--- src/rtl/data_ram_arbiter_pkg.sv ---
// Shared definitions for the data RAM arbiter: default geometry, FSM state
// encoding and the address range helper.
package data_ram_arbiter_pkg;

  localparam int unsigned DEF_ADDR_W    = 10;
  localparam int unsigned DEF_DATA_W    = 32;
  localparam int unsigned DEF_RAM_DEPTH = 351;

  typedef enum logic [1:0] {
    IDLE  = 2'd0,
    ISSUE = 2'd1,
    DONE  = 2'd2
  } state_t;

  // True when a word address refers to an implemented RAM word.
  function automatic logic addr_in_range(input logic [31:0] addr,
                                         input int unsigned depth);
    return addr < depth;
  endfunction

endpackage

--- src/rtl/data_ram_arbiter_if.sv ---
// Bus bundle between the two requesters, the arbiter and the RAM.
//   req/we/addr/wdata 0,1 : requests from core (0) and loader/IO (1)
//   ack/err/rdata 0,1     : completion pulse, out-of-range flag, read data
//   ram_address/ram_dataC/ram_writeEnable : to the RAM
//   ram_dataOut           : registered RAM read data
// slave modport is the arbiter's view; master is the surrounding system.
interface data_ram_arbiter_if
  import data_ram_arbiter_pkg::*;
#(
  parameter int unsigned ADDR_W = DEF_ADDR_W,
  parameter int unsigned DATA_W = DEF_DATA_W
) ();

  logic              req0, req1;
  logic              we0, we1;
  logic [ADDR_W-1:0] addr0, addr1;
  logic [DATA_W-1:0] wdata0, wdata1;
  logic              ack0, ack1;
  logic              err0, err1;
  logic [DATA_W-1:0] rdata0, rdata1;
  logic [ADDR_W-1:0] ram_address;
  logic [DATA_W-1:0] ram_dataC;
  logic              ram_writeEnable;
  logic [DATA_W-1:0] ram_dataOut;

  modport slave (
    input  req0, req1, we0, we1, addr0, addr1, wdata0, wdata1, ram_dataOut,
    output ack0, ack1, err0, err1, rdata0, rdata1,
           ram_address, ram_dataC, ram_writeEnable
  );

  modport master (
    output req0, req1, we0, we1, addr0, addr1, wdata0, wdata1, ram_dataOut,
    input  ack0, ack1, err0, err1, rdata0, rdata1,
           ram_address, ram_dataC, ram_writeEnable
  );

endinterface

--- src/rtl/rr_arbiter_2.sv ---
// Two-way round-robin choice, purely combinational.
//   req   : request bits, [0]=port 0, [1]=port 1
//   last  : port granted most recently
//   grant : one-hot grant, all zero when nothing is requested
module rr_arbiter_2 (
  input  logic [1:0] req,
  input  logic       last,
  output logic [1:0] grant
);

  always_comb begin
    grant = '0;
    unique case (req)
      2'b01:   grant = 2'b01;
      2'b10:   grant = 2'b10;
      // Tie goes to the port that was not served last time.
      2'b11:   grant = last ? 2'b01 : 2'b10;
      default: grant = '0;
    endcase
  end

endmodule

--- src/rtl/data_ram_arbiter.sv ---
// Shares one single-port data RAM between the core (port 0) and the
// loader/IO (port 1). Each access takes IDLE -> ISSUE -> DONE: the winning
// request is latched leaving IDLE, the RAM writes on the negedge inside
// ISSUE and returns registered read data at the end of ISSUE, and the
// granted port gets a one-cycle ack in DONE.
//   clock, reset : single clock, asynchronous active-high reset
//   bus          : requester and RAM signals (slave modport)
//   busy         : high whenever the FSM is not in IDLE
module data_ram_arbiter
  import data_ram_arbiter_pkg::*;
#(
  parameter int unsigned ADDR_W    = DEF_ADDR_W,
  parameter int unsigned DATA_W    = DEF_DATA_W,
  parameter int unsigned RAM_DEPTH = DEF_RAM_DEPTH
) (
  input  logic               clock,
  input  logic               reset,
  data_ram_arbiter_if.slave  bus,
  output logic               busy
);

  state_t            state, state_next;
  logic [1:0]        grant;
  logic              last;
  logic              any_req;
  logic              sel;
  logic              sel_we;
  logic [ADDR_W-1:0] sel_addr;
  logic [DATA_W-1:0] sel_wdata;
  logic              sel_ok;

  // Latched attributes of the access in flight.
  logic              acc_port;
  logic              acc_wr;
  logic              acc_oor;

  logic              done;
  logic              ack0, ack1;
  logic              rd_ok;

  rr_arbiter_2 u_rr (
    .req   ({bus.req1, bus.req0}),
    .last  (last),
    .grant (grant)
  );

  always_comb begin
    any_req   = |grant;
    sel       = grant[1];
    sel_we    = sel ? bus.we1    : bus.we0;
    sel_addr  = sel ? bus.addr1  : bus.addr0;
    sel_wdata = sel ? bus.wdata1 : bus.wdata0;
    sel_ok    = addr_in_range(32'(sel_addr), RAM_DEPTH);
  end

  always_ff @(posedge clock or posedge reset) begin
    if (reset) state <= IDLE;
    else       state <= state_next;
  end

  always_comb begin
    state_next = state;
    unique case (state)
      IDLE:    if (any_req) state_next = ISSUE;
      ISSUE:   state_next = DONE;
      DONE:    state_next = IDLE;
      default: state_next = IDLE;
    endcase
  end

  // Write enable is registered so it is exactly the ISSUE cycle; an async
  // reset clears it before the RAM's negedge write.
  always_ff @(posedge clock or posedge reset) begin
    if (reset) begin
      bus.ram_address     <= '0;
      bus.ram_dataC       <= '0;
      bus.ram_writeEnable <= 1'b0;
      last                <= 1'b1;
      acc_port            <= 1'b0;
      acc_wr              <= 1'b0;
      acc_oor             <= 1'b0;
    end else begin
      bus.ram_writeEnable <= 1'b0;
      if (state == IDLE && any_req) begin
        bus.ram_address     <= sel_addr;
        bus.ram_dataC       <= sel_wdata;
        bus.ram_writeEnable <= sel_we & sel_ok;
        last                <= sel;
        acc_port            <= sel;
        acc_wr              <= sel_we;
        acc_oor             <= ~sel_ok;
      end
    end
  end

  always_comb begin
    done  = (state == DONE);
    ack0  = done & ~acc_port;
    ack1  = done &  acc_port;
    rd_ok = ~acc_wr & ~acc_oor;
  end

  assign bus.ack0   = ack0;
  assign bus.ack1   = ack1;
  assign bus.err0   = ack0 & acc_oor;
  assign bus.err1   = ack1 & acc_oor;
  assign bus.rdata0 = (ack0 && rd_ok) ? bus.ram_dataOut : '0;
  assign bus.rdata1 = (ack1 && rd_ok) ? bus.ram_dataOut : '0;
  assign busy       = (state != IDLE);

endmodule

--- src/flat_wrapper.sv ---
// flat-port wrapper written by rule: the top's interface ports become plain ports
module data_ram_arbiter_flat import data_ram_arbiter_pkg::*;
#(
  parameter int unsigned ADDR_W    = DEF_ADDR_W,
  parameter int unsigned DATA_W    = DEF_DATA_W,
  parameter int unsigned RAM_DEPTH = DEF_RAM_DEPTH
)
  (clock, reset, busy, bus_req0, bus_req1, bus_we0, bus_we1, bus_addr0, bus_addr1, bus_wdata0, bus_wdata1, bus_ram_dataOut, bus_ack0, bus_ack1, bus_err0, bus_err1, bus_rdata0, bus_rdata1, bus_ram_address, bus_ram_dataC, bus_ram_writeEnable);
  data_ram_arbiter_if #(.ADDR_W(ADDR_W), .DATA_W(DATA_W)) bus_i ();
  input  logic clock;
  input  logic reset;
  output logic busy;
  input wire logic [$bits(bus_i.req0)-1:0] bus_req0;
  input wire logic [$bits(bus_i.req1)-1:0] bus_req1;
  input wire logic [$bits(bus_i.we0)-1:0] bus_we0;
  input wire logic [$bits(bus_i.we1)-1:0] bus_we1;
  input wire logic [$bits(bus_i.addr0)-1:0] bus_addr0;
  input wire logic [$bits(bus_i.addr1)-1:0] bus_addr1;
  input wire logic [$bits(bus_i.wdata0)-1:0] bus_wdata0;
  input wire logic [$bits(bus_i.wdata1)-1:0] bus_wdata1;
  input wire logic [$bits(bus_i.ram_dataOut)-1:0] bus_ram_dataOut;
  output wire logic [$bits(bus_i.ack0)-1:0] bus_ack0;
  output wire logic [$bits(bus_i.ack1)-1:0] bus_ack1;
  output wire logic [$bits(bus_i.err0)-1:0] bus_err0;
  output wire logic [$bits(bus_i.err1)-1:0] bus_err1;
  output wire logic [$bits(bus_i.rdata0)-1:0] bus_rdata0;
  output wire logic [$bits(bus_i.rdata1)-1:0] bus_rdata1;
  output wire logic [$bits(bus_i.ram_address)-1:0] bus_ram_address;
  output wire logic [$bits(bus_i.ram_dataC)-1:0] bus_ram_dataC;
  output wire logic [$bits(bus_i.ram_writeEnable)-1:0] bus_ram_writeEnable;
  assign bus_i.req0 = bus_req0;
  assign bus_i.req1 = bus_req1;
  assign bus_i.we0 = bus_we0;
  assign bus_i.we1 = bus_we1;
  assign bus_i.addr0 = bus_addr0;
  assign bus_i.addr1 = bus_addr1;
  assign bus_i.wdata0 = bus_wdata0;
  assign bus_i.wdata1 = bus_wdata1;
  assign bus_i.ram_dataOut = bus_ram_dataOut;
  assign bus_ack0 = bus_i.ack0;
  assign bus_ack1 = bus_i.ack1;
  assign bus_err0 = bus_i.err0;
  assign bus_err1 = bus_i.err1;
  assign bus_rdata0 = bus_i.rdata0;
  assign bus_rdata1 = bus_i.rdata1;
  assign bus_ram_address = bus_i.ram_address;
  assign bus_ram_dataC = bus_i.ram_dataC;
  assign bus_ram_writeEnable = bus_i.ram_writeEnable;
  data_ram_arbiter #(.ADDR_W(ADDR_W), .DATA_W(DATA_W), .RAM_DEPTH(RAM_DEPTH)) u_core (.clock(clock), .reset(reset), .bus(bus_i), .busy(busy));
endmodule
--- config.mk ---
export PLATFORM = sky130hd
export DESIGN_NAME = data_ram_arbiter_flat
export DESIGN_NICKNAME = d
export VERILOG_FILES = /design/src/rtl/data_ram_arbiter_pkg.sv /design/src/rtl/data_ram_arbiter_if.sv /design/src/rtl/rr_arbiter_2.sv /design/src/rtl/data_ram_arbiter.sv /design/src/flat_wrapper.sv
export SDC_FILE = /design/constraint.sdc
export NUM_CORES = 1
export LEC_CHECK = 0
export CORE_UTILIZATION = 35
export DETAILED_ROUTE_END_ITERATION = 6
export DONT_BUFFER_PORTS = 1
export PLACE_DENSITY = 0.58
export SLEW_MARGIN = 20
export SYNTH_ARGS = -nofsm -noshare
export SYNTH_HDL_FRONTEND = slang
export SYNTH_HIERARCHICAL = 1
export SYNTH_SLANG_ARGS = --single-unit
--- constraint.sdc ---
create_clock -name clock -period 1.8 [get_ports clock]
set_input_delay 0.18 -clock clock [delete_from_list [all_inputs] [get_ports clock]]
set_output_delay 0.18 -clock clock [all_outputs]
set_load 0.03 [all_outputs]
==> results of run 1 <==
==> kinds of logic (layout without fill, tap and decap cells) <==
kind of cell / count (synthesis) / in the layout / synth area share [%]
AO/OA/AOI/OAI: 53 / 53 / 10.9
buffers and inverters: 24 / 94 / 4.67
flip-flops: 49 / 49 / 43.6
multiplexers: 42 / 42 / 15.4
AND/OR/NAND/NOR: 127 / 127 / 25.4
==> metrics by stage <==
| step | util, % | total power (W) | instance area, µm² |
|---|---|---|---|
| floorplan | - | 0.00434 | 2820 |
| global placement | 44.8 | 0.00473 | 3480 |
| detailed placement | 44.8 | 0.00481 | 3480 |
| CTS | 49.5 | 0.00572 | 3840 |
| global route | 51.3 | 0.00616 | 3990 |
| finish | 51.3 | 0.00582 | 3990 |
==> report_power, final <==
group | switching, W | total [W] | internal (W)
combinational | 0.00113 | 0.00200 | 0.000873
clock | 0.000377 | 0.000793 | 0.000416
sequential | 0.00138 | 0.00302 | 0.00164
total | 0.00289 | 0.00582 | 0.00293
==> flip-flops by register name (all words and copies together) (netlist names) <==
name,cells
u_core/bus.ram_writeEnable,1
u_core/bus.ram_address,10
u_core/acc_wr,1
u_core/last,1
u_core/bus.ram_dataC,32
u_core/acc_oor,1
u_core/acc_port,1
u_core/state,2
==> layout make-up <==
class / instances / area [µm²] / share of cell area, %
Inverter: 3 / 11.3 / 0.282
Tap cell: 102 / 128 / 3.20
Multi-Input combinational cell: 222 / 1560 / 39.1
Clock buffer: 5 / 68.8 / 1.73
Sequential cell: 49 / 1230 / 30.8
Clock inverter: 3 / 46.3 / 1.16
Timing Repair Buffer: 83 / 948 / 23.8
==> worst paths after layout <==
kind	slack [ns]	to	cells past startpoint	from
max in group asynchronous	0.81	u_core/bus.ram_dataC[15]	3	reset
worst min register to register	0.50	u_core/state[1]	1	u_core/state[1]
worst max register to register	0.08	u_core/bus.ram_writeEnable	6	u_core/last
worst max-delay path	-0.07	bus_rdata1[8]	5	u_core/state[0]
worst min-delay path	0.08	u_core/bus.ram_dataC[9]	2	bus_wdata0[9]
min in group asynchronous	0.38	u_core/bus.ram_dataC[3]	2	reset
==> Yosys cell counts, types with 3 or more instances <==
cell type                  instances
sky130_fd_sc_hd__nand2_1           3
sky130_fd_sc_hd__buf_2             9
sky130_fd_sc_hd__clkbuf_2          3
sky130_fd_sc_hd__nor3b_2           3
sky130_fd_sc_hd__a21oi_1          43
sky130_fd_sc_hd__mux2i_1          41
sky130_fd_sc_hd__dfrtp_1          48
sky130_fd_sc_hd__and2_1           66
sky130_fd_sc_hd__nor2_1           43
sky130_fd_sc_hd__buf_4             5
sky130_fd_sc_hd__clkbuf_1          3
==> cells in the final DEF, fill, tap and decap left out, types with 2 or more instances in the layout <==
master / instances
sky130_fd_sc_hd__buf_12: 4
sky130_fd_sc_hd__clkbuf_8: 5
sky130_fd_sc_hd__a21oi_1: 43
sky130_fd_sc_hd__a22o_1: 2
sky130_fd_sc_hd__nor3b_4: 3
sky130_fd_sc_hd__nand2_1: 2
sky130_fd_sc_hd__dfrtp_1: 48
sky130_fd_sc_hd__inv_2: 2
sky130_fd_sc_hd__and2_1: 40
sky130_fd_sc_hd__mux2i_1: 41
sky130_fd_sc_hd__and2_4: 25
sky130_fd_sc_hd__buf_4: 9
sky130_fd_sc_hd__nor2_1: 43
sky130_fd_sc_hd__buf_6: 68
sky130_fd_sc_hd__nor2b_1: 2
==> timing repair <==
| action | 4_1_cts | 5_1_grt |
|---|---|---|
| gates cloned | 1 | 1 |
| setup buffers | 5 | 1 |
| resized for setup | 54 | 44 |
| setup endpoints to repair | 64 | 93 |
| pin swaps | 1 | 2 |
| endpoints found under the hold margin | 24 | 0 |
| hold buffers | 1 | 0 |
==> layer usage <==
layer	global-route usage (%)	routed length (µm)	up-vias
met2	32.5	4300	151
li1	-	-	1135
met5	0	0	-
met4	5.69	217	0
met1	20.2	3200	1138
met3	4.39	741	18
==> impl_metrics.prom, run 1 <==
# TYPE chip_impl_metric gauge
chip_impl_info{name="run_status",value="finished, violations left"} 1
chip_impl_info{name="violations",value="negative setup slack"} 1
chip_impl_info{name="synth_ff_type",value="sky130_fd_sc_hd__dfrtp_1"} 1
chip_impl_metric{name="fill_count",unit=""} 723
chip_impl_metric{name="drt-vias-per-instance",unit=""} 5.23
chip_impl_metric{name="max_cap_viol_count",unit=""} 0
chip_impl_metric{name="antennaDiodeCount",unit=""} 0
chip_impl_metric{name="core_outline_area",unit="µm²"} 7770
chip_impl_info{name="rsz_0062_raised_after_global_routing",value="true"} 1
chip_impl_info{name="tritoncts",value="done"} 1
chip_impl_info{name="path_class",value="flop to output pin"} 1
chip_impl_metric{name="synthesized_netlist_net_count",unit=""} 417
chip_impl_metric{name="path_clk_slew",unit="ns"} 0.10
chip_impl_metric{name="grt_start_max_net_pins",unit=""} 65
chip_impl_metric{name="setup_viol",unit=""} 65
chip_impl_metric{name="power.density",unit="nW/µm²"} 1460
chip_impl_metric{name="routed-via-count",unit=""} 2442
chip_impl_metric{name="synthesis.instances",unit=""} 295
chip_impl_metric{name="netlist_area",unit="µm²"} 2810
chip_impl_metric{name="tightest_slew",unit="ns"} 0.554
chip_impl_metric{name="synth.avg_cell_area",unit="µm²"} 9.54
chip_impl_metric{name="dieHeight",unit="µm"} 91.7
chip_impl_metric{name="insertion_delay",unit="ns"} 0.30
chip_impl_metric{name="site_row_count",unit=""} 32
chip_impl_info{name="hp-class",value="input pin to flop"} 1
chip_impl_metric{name="grt_overflow_total",unit=""} 0
chip_impl_metric{name="cts_sinks",unit=""} 49
chip_impl_metric{name="clock_path_buffers",unit=""} 2
chip_impl_metric{name="final_nets",unit=""} 486
chip_impl_metric{name="fin_setup_tns",unit="ns"} -2.96
chip_impl_metric{name="drt-pass1-iter-count",unit=""} 6
chip_impl_metric{name="cp.required",unit="ns"} 1.62
chip_impl_metric{name="dp_worst_setup_slack",unit="ns"} 0.0427
chip_impl_metric{name="grt_antenna_before_repair",unit=""} 0
chip_impl_metric{name="vias_in_the_first_global_route",unit=""} 2294
chip_impl_metric{name="period_share",unit="%"} 104
chip_impl_metric{name="wire_length_per_cell_after_detailed_routing",unit="µm"} 18.1
chip_impl_metric{name="initial_core_utilization",unit="%"} 36.2
chip_impl_metric{name="asyncSetResetFlopFracSynth",unit="%"} 100
chip_impl_metric{name="critical_path_buf_inv_count",unit=""} 2
chip_impl_metric{name="route.final.wire_length",unit="µm"} 8460
chip_impl_metric{name="dieArea",unit="µm²"} 8400
chip_impl_metric{name="port-buffer-count",unit=""} 0
chip_impl_metric{name="drt_iter0_drc",unit=""} 90
chip_impl_metric{name="timing.clock.skew",unit="ns"} 0.00987
chip_impl_metric{name="die_width",unit="µm"} 91.7
chip_impl_metric{name="max-slew-margin-rel",unit="%"} 63.0
chip_impl_metric{name="worstPathMaxFanout",unit=""} 16
chip_impl_metric{name="whs",unit="ns"} 0.0845
chip_impl_metric{name="drcViolationCount",unit=""} 0
chip_impl_metric{name="flow.area_growth_from_synthesis",unit="%"} 41.7
chip_impl_info{name="sequence_of_cells_on_the_critical_path",value="and3b_2 -> nor3b_4 -> buf_6 -> and2_4 -> buf_6"} 1
chip_impl_info{name="cts-root-buf",value="sky130_fd_sc_hd__clkbuf_8"} 1
chip_impl_metric{name="power_leakage",unit="nW"} 1.79
chip_impl_metric{name="global_route.usage.total",unit="%"} 17.8
chip_impl_info{name="crit_path_frequent_cell",value="sky130_fd_sc_hd__buf_6"} 1
chip_impl_info{name="worst_path_max_delay_cell",value="sky130_fd_sc_hd__dfrtp_1"} 1
chip_impl_metric{name="synth_seq_cells",unit=""} 49
chip_impl_metric{name="synth-edff-count",unit=""} 0
chip_impl_metric{name="dpl.cell_count",unit=""} 452
chip_impl_info{name="synth_top_cell_by_area",value="sky130_fd_sc_hd__dfrtp_1"} 1
chip_impl_metric{name="drive_above_1_share",unit="%"} 35.6
chip_impl_info{name="synth_top_cells_by_area",value="sky130_fd_sc_hd__dfrtp_1 43%, sky130_fd_sc_hd__and2_1 15%, sky130_fd_sc_hd__mux2i_1 15%"} 1
chip_impl_metric{name="synth_cell_types",unit=""} 35
chip_impl_info{name="critical_path.endpoint_type",value="output pin"} 1
chip_impl_metric{name="post_layout_nonfiller_instances",unit=""} 467
chip_impl_metric{name="cts_htree_levels",unit=""} 2
chip_impl_metric{name="worst_ir_drop_vdd",unit="mV"} 0.891
chip_impl_metric{name="detailed_place_hpwl",unit="µm"} 6060
chip_impl_metric{name="report.final.slew_viol_count",unit=""} 0
chip_impl_metric{name="io_pins",unit=""} 234
chip_impl_metric{name="synth-seq-area-share",unit="%"} 43.6
chip_impl_metric{name="cts_made_buffers",unit=""} 5
chip_impl_info{name="worst_setup_path_start_kind",value="flop"} 1
chip_impl_metric{name="gp_routability_congestion",unit=""} 0.787
chip_impl_metric{name="timing.critical_path.slowest_cell_delay",unit="ns"} 0.43
chip_impl_metric{name="hold_viol",unit=""} 0
chip_impl_metric{name="period_minus_slack",unit="ns"} 1.87
chip_impl_metric{name="yosysTopAreaCellShare",unit="%"} 42.7
chip_impl_metric{name="antenna_left",unit=""} 0
chip_impl_metric{name="first_pass_grt_wire_length",unit="µm"} 11700
chip_impl_metric{name="arrival",unit="ns"} 1.69
chip_impl_metric{name="setup_ws",unit="ns"} -0.0703
chip_impl_metric{name="yosysWarnings",unit=""} 6
chip_impl_metric{name="achievable-frequency",unit="GHz"} 0.535
chip_impl_info{name="cp_top_family",value="simple AND/OR/NAND/NOR gates"} 1
Power figures use the tool's default switching activity.
==> inputs of run 2 (changes only) <==
Settings changed: CORE_MARGIN from default to 5.
==> run 2 against run 1 <==
Compared with the run above: the flow still finishes with violations (negative setup slack); largest cell class unchanged; final cell count shrank 1.1%; design area shrank 5.7%; count of clock-buffer cells in the layout is the same; largest power group unchanged; first-iteration DRC count shrank 48%; critical endpoint is now bus_rdata1[2]; fmax grew 0.38%.
==> impl_metrics.prom, run 2 (same netlist as run 1, synthesis figures left out) <==
# TYPE chip_impl_metric gauge
chip_impl_info{name="layout_top_registers",value="u_core/bus.ram_dataC: 32 flops, u_core/bus.ram_address: 10 flops, u_core/state: 2 flops"} 1
chip_impl_metric{name="core_outline_area",unit="µm²"} 7770
chip_impl_metric{name="cts_made_buffers",unit=""} 5
chip_impl_metric{name="worstPathMaxFanout",unit=""} 32
chip_impl_metric{name="setup_viol",unit=""} 64
chip_impl_metric{name="setup_ws",unit="ns"} -0.0631
chip_impl_metric{name="flow.area_growth_from_synthesis",unit="%"} 33.6
chip_impl_metric{name="site_row_count",unit=""} 32
chip_impl_metric{name="fin_setup_tns",unit="ns"} -2.14
chip_impl_info{name="cts-root-buf",value="sky130_fd_sc_hd__clkbuf_8"} 1
chip_impl_metric{name="die_width",unit="µm"} 99.7
chip_impl_info{name="critical_path.endpoint_type",value="output pin"} 1
chip_impl_metric{name="cts_sinks",unit=""} 49
chip_impl_metric{name="routed-via-count",unit=""} 2381
chip_impl_metric{name="dp_worst_setup_slack",unit="ns"} 0.0671
chip_impl_metric{name="initial_core_utilization",unit="%"} 36.2
chip_impl_metric{name="vias_in_the_first_global_route",unit=""} 2506
chip_impl_metric{name="drt-pass1-iter-count",unit=""} 4
chip_impl_info{name="regMostFlops",value="u_core/bus.ram_dataC"} 1
chip_impl_metric{name="report.final.slew_viol_count",unit=""} 0
chip_impl_metric{name="timing.critical_path.slowest_cell_delay",unit="ns"} 0.42
chip_impl_metric{name="detailed_place_hpwl",unit="µm"} 7010
chip_impl_metric{name="power_leakage",unit="nW"} 1.69
chip_impl_metric{name="net_switching",unit="W"} 0.00286
chip_impl_metric{name="clock_path_buffers",unit=""} 2
chip_impl_metric{name="dpl.cell_count",unit=""} 451
chip_impl_metric{name="drive_above_1_share",unit="%"} 28.6
chip_impl_metric{name="power.share.combinational",unit="%"} 34.5
chip_impl_info{name="worst_r2r_startpoint",value="u_core/last"} 1
chip_impl_metric{name="hold_viol",unit=""} 0
chip_impl_metric{name="path_clk_slew",unit="ns"} 0.09
chip_impl_info{name="worst_setup_path_start_kind",value="flop"} 1
chip_impl_info{name="startpoint",value="u_core/state[0]"} 1
chip_impl_metric{name="drt-vias-per-instance",unit=""} 5.15
chip_impl_metric{name="largest_reg_flops",unit=""} 32
chip_impl_metric{name="fill_count",unit=""} 709
chip_impl_metric{name="port-buffer-count",unit=""} 0
chip_impl_metric{name="r2r_setup_slack",unit="ns"} 0.08
chip_impl_info{name="rr_endpoint",value="u_core/acc_oor"} 1
chip_impl_metric{name="power.sequential.fraction",unit="%"} 54.2
chip_impl_metric{name="tightest_slew",unit="ns"} 0.363
chip_impl_metric{name="antennaDiodeCount",unit=""} 0
chip_impl_info{name="sequence_of_cells_on_the_critical_path",value="and3b_2 -> nor3b_4 -> buf_12 -> and2_1 -> buf_6"} 1
chip_impl_metric{name="period_share",unit="%"} 104
chip_impl_metric{name="max-slew-margin-rel",unit="%"} 75.1
chip_impl_info{name="tritoncts",value="done"} 1
chip_impl_metric{name="power.clock.fraction",unit="%"} 11.3
chip_impl_metric{name="grt_antenna_before_repair",unit=""} 0
chip_impl_info{name="rsz_0062_raised_after_global_routing",value="true"} 1
chip_impl_info{name="critical_path.endpoint",value="bus_rdata1[2]"} 1
chip_impl_metric{name="achievable-frequency",unit="GHz"} 0.537
chip_impl_metric{name="cts_htree_levels",unit=""} 2
chip_impl_metric{name="critical_path_buf_inv_count",unit=""} 2
chip_impl_metric{name="power.density",unit="nW/µm²"} 1490
chip_impl_metric{name="timing.clock.skew",unit="ns"} 0.0124
chip_impl_metric{name="path_depth",unit=""} 5
chip_impl_info{name="path_class",value="flop to output pin"} 1
chip_impl_metric{name="dieArea",unit="µm²"} 9930
chip_impl_metric{name="post_layout_nonfiller_instances",unit=""} 462
chip_impl_metric{name="max_cap_viol_count",unit=""} 0
chip_impl_metric{name="grt_overflow_total",unit=""} 0
chip_impl_info{name="cp_top_family",value="simple AND/OR/NAND/NOR gates"} 1
chip_impl_metric{name="route.final.wire_length",unit="µm"} 8880
chip_impl_info{name="worst_path_max_delay_cell",value="sky130_fd_sc_hd__dfrtp_1"} 1
chip_impl_metric{name="insertion_delay",unit="ns"} 0.30
chip_impl_metric{name="antenna_left",unit=""} 0
chip_impl_metric{name="first_pass_grt_wire_length",unit="µm"} 13400
chip_impl_metric{name="dieHeight",unit="µm"} 99.7
chip_impl_metric{name="cp.required",unit="ns"} 1.62
chip_impl_info{name="violations",value="negative setup slack"} 1
chip_impl_metric{name="wire_length_per_cell_after_detailed_routing",unit="µm"} 19.2
chip_impl_metric{name="io_pins",unit=""} 234
chip_impl_metric{name="grt_start_max_net_pins",unit=""} 69
chip_impl_metric{name="final_nets",unit=""} 481
chip_impl_metric{name="netSwitchingFraction",unit="%"} 51.2
chip_impl_metric{name="period_minus_slack",unit="ns"} 1.86
chip_impl_metric{name="worst_r2r_path_depth",unit=""} 6
chip_impl_metric{name="drt_iter0_drc",unit=""} 47
chip_impl_metric{name="arrival",unit="ns"} 1.68
chip_impl_info{name="run_status",value="finished, violations left"} 1
chip_impl_metric{name="global_route.usage.total",unit="%"} 16.7
chip_impl_metric{name="gp_routability_congestion",unit=""} 0.849
chip_impl_metric{name="worst_ir_drop_vdd",unit="mV"} 0.881
chip_impl_metric{name="drcViolationCount",unit=""} 0
chip_impl_metric{name="p_int",unit="W"} 0.00272
chip_impl_info{name="hp-class",value="input pin to flop"} 1
chip_impl_info{name="layout_commonest_cell",value="sky130_fd_sc_hd__and2_1"} 1
chip_impl_info{name="final_cell_mix",value="62 x sky130_fd_sc_hd__and2_1, 48 x sky130_fd_sc_hd__dfrtp_1, 43 x sky130_fd_sc_hd__nor2_1, 43 x sky130_fd_sc_hd__a21oi_1, 41 x sky130_fd_sc_hd__mux2i_1"} 1
## run 2: per-layer routing
| layer | vias up | global-route usage [%] | routed length (µm) |
|---|---|---|---|
| met5 | - | 0 | 0 |
| met4 | 0 | 6.20 | 255 |
| met3 | 15 | 6.73 | 1070 |
| met2 | 150 | 29.2 | 4480 |
| met1 | 1094 | 18.1 | 3080 |
| li1 | 1122 | - | - |
## run 2: repair_timing
| item | 4_1_cts | 5_1_grt |
|---|---|---|
| hold buffers | 1 | 0 |
| setup buffers | 1 | 0 |
| endpoints found under the setup margin | 64 | 99 |
| gates cloned | 0 | 1 |
| gates resized for setup | 33 | 6 |
| hold endpoints to repair | 26 | 0 |
## run 2: worst min path at each step
stage / startpoint / to / depth (start not counted) / slack (ns)
2_1_floorplan: bus_addr0[2] / u_core/bus.ram_address[2] / 2 / 0.39
3_3_place_gp: reset / u_core/bus.ram_dataC[3] / 1 / 0.002
3_5_place_dp: reset / u_core/bus.ram_dataC[22] / 1 / 0.004
4_1_cts: bus_addr0[3] / u_core/bus.ram_address[3] / 2 / 0.07
5_1_grt: bus_wdata0[1] / u_core/bus.ram_dataC[1] / 2 / 0.08
6_report: bus_addr0[1] / u_core/bus.ram_address[1] / 2 / 0.08
## run 2: cell type report
class,count,area [µm²],area share [%]
Multi-Input combinational cell,222,1500,39.9
Sequential cell,49,1230,32.7
Timing Repair Buffer,78,805,21.4
Tap cell,102,128,3.40
Clock buffer,5,68.8,1.83
Clock inverter,3,17.5,0.466
Inverter,3,11.3,0.300
## run 2: stage by stage
step / cell area [µm²] / hold slack, ns / power [W] / utilization (%)
2_1_floorplan: 2820 / 0.387 / 0.00434 / -
3_3_place_gp: 3480 / 0.00205 / 0.00478 / 44.8
3_5_place_dp: 3480 / 0.00430 / 0.00484 / 44.8
4_1_cts: 3710 / 0.0741 / 0.00554 / 47.8
5_1_grt: 3760 / 0.0799 / 0.00600 / 48.4
6_report: 3760 / 0.0848 / 0.00559 / 48.4
## run 2: power by group through the flow
stage	sequential (W)	combinational, W	clock (W)
final	0.00303	0.00193	0.000634
after global routing	0.00312	0.00217	0.000711
after CTS	0.00305	0.00182	0.000664
after detailed placement	0.00306	0.00179	0
after global placement	0.00306	0.00172	0
after floorplan	0.00288	0.00146	0
